--- src/rtl/accumulator_sequencer.sv ---
// accumulator_sequencer: sequences the bias/partial-sum accumulator of one
// convolution unit. Counts conv results in raster order per input channel,
// selects bias (channel 0) or stored partial sum (later channels), and issues
// partial-sum buffer reads plus writes delayed to match the adder latency.
//
// Ports:
//   clk, reset          rising-edge clock, synchronous active-high reset
//   start               begin one accumulation pass (honoured only in IDLE)
//   conv_valid          conv result present this cycle
//   accu_enable         0 = add bias, 1 = add stored partial sum
//   rd_en, rd_addr      partial-sum buffer read strobe / address
//   wr_en, wr_addr      partial-sum buffer write strobe / address
//   wr_last_pass        write belongs to the final channel
//   channel_idx         channel currently accumulated
//   busy                high while running or flushing
//   done                one-cycle pulse after the last write is issued
module accumulator_sequencer #(
  parameter int unsigned IFM_SIZE_NEXT           = 10,
  parameter int unsigned IFM_DEPTH               = 3,
  parameter int unsigned ADDER_LATENCY           = 1,
  parameter int unsigned ADDRESS_SIZE_NEXT_IFM   = $clog2(IFM_SIZE_NEXT * IFM_SIZE_NEXT),
  parameter int unsigned NUMBER_OF_BITS_CHANNELS = $clog2(IFM_DEPTH) + 1
) (
  input  logic                               clk,
  input  logic                               reset,
  input  logic                               start,
  input  logic                               conv_valid,
  output logic                               accu_enable,
  output logic                               rd_en,
  output logic [ADDRESS_SIZE_NEXT_IFM-1:0]   rd_addr,
  output logic                               wr_en,
  output logic [ADDRESS_SIZE_NEXT_IFM-1:0]   wr_addr,
  output logic                               wr_last_pass,
  output logic [NUMBER_OF_BITS_CHANNELS-1:0] channel_idx,
  output logic                               busy,
  output logic                               done
);

  localparam int unsigned OFM_PIXELS = IFM_SIZE_NEXT * IFM_SIZE_NEXT;
  localparam int unsigned AW         = ADDRESS_SIZE_NEXT_IFM;
  localparam int unsigned CW         = NUMBER_OF_BITS_CHANNELS;
  localparam int unsigned FW         = 3;

  localparam logic [AW-1:0] LAST_PIX   = AW'(OFM_PIXELS - 1);
  localparam logic [CW-1:0] LAST_CH    = CW'(IFM_DEPTH - 1);
  localparam logic [FW-1:0] FLUSH_LAST = FW'(ADDER_LATENCY - 1);

  localparam logic [1:0] S_IDLE  = 2'd0;
  localparam logic [1:0] S_RUN   = 2'd1;
  localparam logic [1:0] S_FLUSH = 2'd2;
  localparam logic [1:0] S_DONE  = 2'd3;

  logic [1:0]    state_q, state_d;
  logic [AW-1:0] pixel_q, pixel_d;
  logic [CW-1:0] chan_q, chan_d;
  logic [FW-1:0] flush_q, flush_d;

  logic in_vld;
  logic in_last;

  // State and counter registers
  always_ff @(posedge clk) begin
    if (reset) begin
      state_q <= S_IDLE;
      pixel_q <= '0;
      chan_q  <= '0;
      flush_q <= '0;
    end else begin
      state_q <= state_d;
      pixel_q <= pixel_d;
      chan_q  <= chan_d;
      flush_q <= flush_d;
    end
  end

  // Next-state and counter logic; counters hold on cycles without conv_valid
  always_comb begin
    state_d = state_q;
    pixel_d = pixel_q;
    chan_d  = chan_q;
    flush_d = flush_q;
    case (state_q)
      S_IDLE: begin
        if (start) begin
          state_d = S_RUN;
          pixel_d = '0;
          chan_d  = '0;
        end
      end
      S_RUN: begin
        if (conv_valid) begin
          if (pixel_q == LAST_PIX) begin
            pixel_d = '0;
            if (chan_q == LAST_CH) begin
              chan_d  = '0;
              flush_d = '0;
              // Zero-latency adder needs no drain cycles
              state_d = (ADDER_LATENCY == 0) ? S_DONE : S_FLUSH;
            end else begin
              chan_d = chan_q + CW'(1);
            end
          end else begin
            pixel_d = pixel_q + AW'(1);
          end
        end
      end
      S_FLUSH: begin
        flush_d = flush_q + FW'(1);
        if (flush_q == FLUSH_LAST) begin
          state_d = S_DONE;
        end
      end
      default: begin
        state_d = S_IDLE;
      end
    endcase
  end

  // Read side and status outputs follow the current state directly
  assign busy        = (state_q == S_RUN) || (state_q == S_FLUSH);
  assign done        = (state_q == S_DONE);
  assign accu_enable = (state_q == S_RUN) && (chan_q != '0);
  assign rd_en       = (state_q == S_RUN) && conv_valid && (chan_q != '0);
  assign rd_addr     = (state_q == S_RUN) ? pixel_q : '0;
  assign channel_idx = chan_q;

  assign in_vld  = (state_q == S_RUN) && conv_valid;
  assign in_last = (chan_q == LAST_CH);

  // Write delay chain: free-running, never stalls, cleared by reset
  if (ADDER_LATENCY == 0) begin : g_no_pipe
    assign wr_en        = in_vld;
    assign wr_addr      = pixel_q;
    assign wr_last_pass = in_vld & in_last;
  end else begin : g_pipe
    logic [ADDER_LATENCY-1:0] vld_q;
    logic [ADDER_LATENCY-1:0] last_q;
    logic [AW-1:0]            addr_q [ADDER_LATENCY];

    always_ff @(posedge clk) begin
      if (reset) begin
        vld_q  <= '0;
        last_q <= '0;
        for (int i = 0; i < int'(ADDER_LATENCY); i++) begin
          addr_q[i] <= '0;
        end
      end else begin
        vld_q[0]  <= in_vld;
        last_q[0] <= in_last;
        addr_q[0] <= pixel_q;
        for (int i = 1; i < int'(ADDER_LATENCY); i++) begin
          vld_q[i]  <= vld_q[i-1];
          last_q[i] <= last_q[i-1];
          addr_q[i] <= addr_q[i-1];
        end
      end
    end

    assign wr_en        = vld_q[ADDER_LATENCY-1];
    assign wr_addr      = addr_q[ADDER_LATENCY-1];
    assign wr_last_pass = vld_q[ADDER_LATENCY-1] & last_q[ADDER_LATENCY-1];
  end

endmodule

--- config.mk ---
export PLATFORM = sky130hd
export DESIGN_NAME = accumulator_sequencer
export DESIGN_NICKNAME = d
export VERILOG_FILES = /design/src/rtl/accumulator_sequencer.sv
export SDC_FILE = /design/constraint.sdc
export NUM_CORES = 1
export LEC_CHECK = 0
export ABC_CLOCK_PERIOD_IN_PS = 2000
export CELL_PAD_IN_SITES_DETAIL_PLACEMENT = 0
export CELL_PAD_IN_SITES_GLOBAL_PLACEMENT = 1
export CORE_ASPECT_RATIO = 1.25
export CORE_MARGIN = 3
export CORE_UTILIZATION = 33
export CTS_BUF_LIST = sky130_fd_sc_hd__clkbuf_16
export CTS_CLUSTER_SIZE = 10
export DETAILED_ROUTE_END_ITERATION = 16
export PLACE_DENSITY = 0.8
export SYNTH_ARGS = -nofsm -noshare
export SYNTH_HDL_FRONTEND = slang
export SYNTH_SLANG_ARGS = --single-unit
--- constraint.sdc ---
create_clock -name clk -period 2 [get_ports clk]
set_clock_uncertainty 0.05 [all_clocks]
set_input_delay 0.5 -clock clk [delete_from_list [all_inputs] [get_ports clk]]
set_output_delay 0.5 -clock clk [all_outputs]
set_load 0.01 [all_outputs]
==> impl_results.md <==
* Largest family of logic cells by synthesized area: simple AND/OR/NAND/NOR gates
* Overall Global Routing Usage at 0.135
* Max-slew headroom at 0.740
* WL final at 2840 µm
* Post-detail-place hpwl at 2130 µm
* Yosys top cell area share at 0.387
* Total gr overflow at 0
* CTS Buffer Depth at 2
* Setup slack, reg-to-reg at 0.06 ns
* Area fraction in and, or, nand and nor cells after synthesis at 0.322
* Initial DRC Count at 33
* Final period utilization at 0.972
* Antenna violations before repair at 0
* Delay-heaviest family, CP: simple AND/OR/NAND/NOR gates
* Nets at 191
* Internal Power at 1270 µW
* Final core utilization at 0.505
* Clock Pin Slew Worst Setup and Hold Paths at 0.06 ns
* Via count at 1,111
* GPL Wtd Cong at 0.800
* Non-filler cells, final at 217
* Skew-Pair Late Insertion Delay at 0.26 ns
* Cell Rows at 24
* Adder-cell area share of the yosys netlist at 0.0807
* Clock Power Share at 0.315
* Worst Hold Class: reg2reg
* Switch share at 0.307
* Max Transition Viols Final at 0
* Max IR drop VDD at 647 µV
* Final Setup Violations at 0
* Synth top area cells: dfxtp_1 (39%), ha_1 (8.1%), and2_1 (5.5%)
* DR vias/cell at 5.12
* Dominant synthesized flop cell: dfxtp_1
* Most frequent CP cell: or3_4
* Yosys warns at 0
* Tmin final at 1.94 ns
* First-pass GRT wire length at 4660 µm
* Die height at 74.5 µm
* Dpl cell area at 1650 µm²
* Reg2reg path depth at 7
* Number of max-cap violations at 0
* Flops & latches, synth at 24
* Leakage at 0.000737 µW
* Critical path arrival at 2.09 ns
* Setup Buffers After CTS at 0
* Max H-tree Level at 1
* Sink Count at 24
* Run status: finished clean
* Crit-path max FO at 4
* Register area share after synthesis at 0.387
* Die width at 60.8 µm
* Post-route ant nets at 0
* Critical-path cell list: inv_1 > ha_1 > nor2b_4 > or3_4 > buf_4 > or3_4 > a21oi_2
* Register share of total power at 0.306
* Worst hold slack at 0.436 ns
* Ys async rst share at 0
* CTS buffer count at 3
* Post-Syn Instances at 136
* Commonest non-fill, non-tap cell in the layout: dfxtp_1
* TritonCTS clock tree: built
* DRC viols at 0
* Worst r2r src: state_q[0]
* Compound-Gate Fraction of Synth Area at 0.132
* Clock Tree Root: clkbuf_16
* Number of port buffers at 26
* IO Count at 27
* Area grow syn2layout at 44.2%
* RR Endpoint: pixel_q[5]
* Critical path launch point type: flip-flop
* PwrDens at 1020 nW/µm²
* XOR/XNOR Fraction of Synth Area at 0.0283
* Post-synthesis mux area share at 0
* Hold Crit Depth at 2
* Die ar. at 4530 µm²
* Critical path startpoint: state_q[0]
* DR pass1 iterations at 4
* Vias in the first global route at 1,053
* Worst-margin pin slew at 0.389 ns
* WHS Endpoint: flush_q[2]
* Hold Fails Final Rpt at 0
* Setup TNS at 0 ns
* Worst path max stage delay at 0.39 ns
* Mapped Area at 1240 µm²
* Initial core utilization at 0.350
* Placed insts at 213
* Post-Syn Nets at 148
* Core area at 3540 µm²
* Most frequent cells in the layout: dfxtp_1 (22), buf_4 (16), clkdlybuf4s50_1 (14), and2_1 (11), nor2b_1 (10)
* Worst Path Required at 2.15 ns
* Average wire per cell in the routed design at 13.1 µm
* Finished Cell Area at 1790 µm²
* Cell taking the most area after synthesis: dfxtp_1
* Share of layout cells above drive strength 1 at 0.202
* Antenna Cells at 0
* Buffers plus inverters on the worst setup path at 2
* Combinational power share at 0.379
* Max Fclk at 514 MHz
* Mean Syn Cell Area at 9.12 µm²
* Post-synth EDFFs at 0
* Type of the worst setup path: reg2reg
* CP max-delay cell: or3_4
* Critical Path End Type: flip-flop
* Hold path startpoint: flush_q[2]
* Unique masters post-synth at 40
* Largest net degree at the start of global routing at 15
* P_sw at 561 µW
==> per-layer routing <==
layer	vias up	global-route usage	wire length (µm)
met5	-	0	0
met4	0	0.0578	40
met1	518	0.160	1190
met3	4	0.0208	97
met2	21	0.235	1520
li1	568	-	-
==> area by class of cell <==
| cell class | instances | area (µm²) |
|---|---|---|
| fillers | 338 | 1760 |
| flip-flops and latches | 24 | 483 |
| multi-input cells | 98 | 734 |
| well taps | 39 | 48.8 |
| repair buffers | 43 | 383 |
| clock inverters | 1 | 30.0 |
| inverters | 9 | 33.8 |
| clock buffers | 3 | 75.1 |
==> synthesized netlist by cell type (3+ instances only) <==
| cell | n |
|---|---|
| nor2b_1 | 10 |
| nor4_1 | 3 |
| dfxtp_1 | 24 |
| inv_1 | 9 |
| o211ai_1 | 3 |
| xnor2_1 | 4 |
| nand2_1 | 4 |
| nand3_1 | 5 |
| and2_1 | 11 |
| a21oi_1 | 4 |
| ha_1 | 8 |
| o21ai_0 | 3 |
| nor2_1 | 10 |
| or3_1 | 5 |
| clkbuf_1 | 3 |
==> power groups by stage <==
| stage | sequential [µW] | clock, µW | combinational, µW |
|---|---|---|---|
| finish | 560 | 576 | 693 |
| floorplan | 565 | 0 | 365 |
| global route | 568 | 599 | 770 |
| global placement | 562 | 0 | 657 |
| CTS | 555 | 588 | 661 |
| detailed placement | 564 | 0 | 670 |
==> logic make-up (layout without fill, tap and decap cells) <==
| group | count (synthesis) | in the layout |
|---|---|---|
| AOI/OAI and AO/OA | 23 | 23 |
| xor gates and xnor gates | 4 | 4 |
| and+or+nand+nor | 63 | 63 |
| buffers and inverters | 14 | 56 |
| DFF | 24 | 24 |
| adders and majority gates | 8 | 8 |
==> through the flow <==
| step | setup slack [ns] | power (µW) |
|---|---|---|
| 2_1_floorplan | 0.0680 | 929 |
| 4_1_cts | 0.00816 | 1800 |
| 3_5_place_dp | -0.285 | 1230 |
| 3_3_place_gp | -0.277 | 1220 |
| 6_report | 0.0556 | 1830 |
| 5_1_grt | -0.00512 | 1940 |
==> worst min-delay path: cells and delay by family (launching register included) <==
kind / cells / cell delay, ns
AND/OR/NAND/NOR: 1 / 0.06
AO/OA/AOI/OAI: 1 / 0.05
flip-flops: 1 / 0.33
==> state kept, by name (all words and copies together) (netlist names) <==
signal and flops:
g_pipe.last_q 1, g_pipe.addr_q 7, flush_q 3, state_q 2
wr_en 1, channel_idx 3, pixel_q 7
==> timing repair <==
item,4_1_cts,5_1_grt
hold buffers,0,0
endpoints found under the setup margin,18,17
gates resized for setup,13,14
pin swaps,0,1
==> worst max-delay path by stage <==
stage                     end  cells past startpoint
2_1_floorplan  channel_idx[1]                      7
3_3_place_gp            rd_en                      3
3_5_place_dp            rd_en                      3
4_1_cts            rd_addr[2]                      5
5_1_grt            pixel_q[5]                      8
6_report           pixel_q[5]                      7
Note: power is estimated with default switching activity, not from simulation.
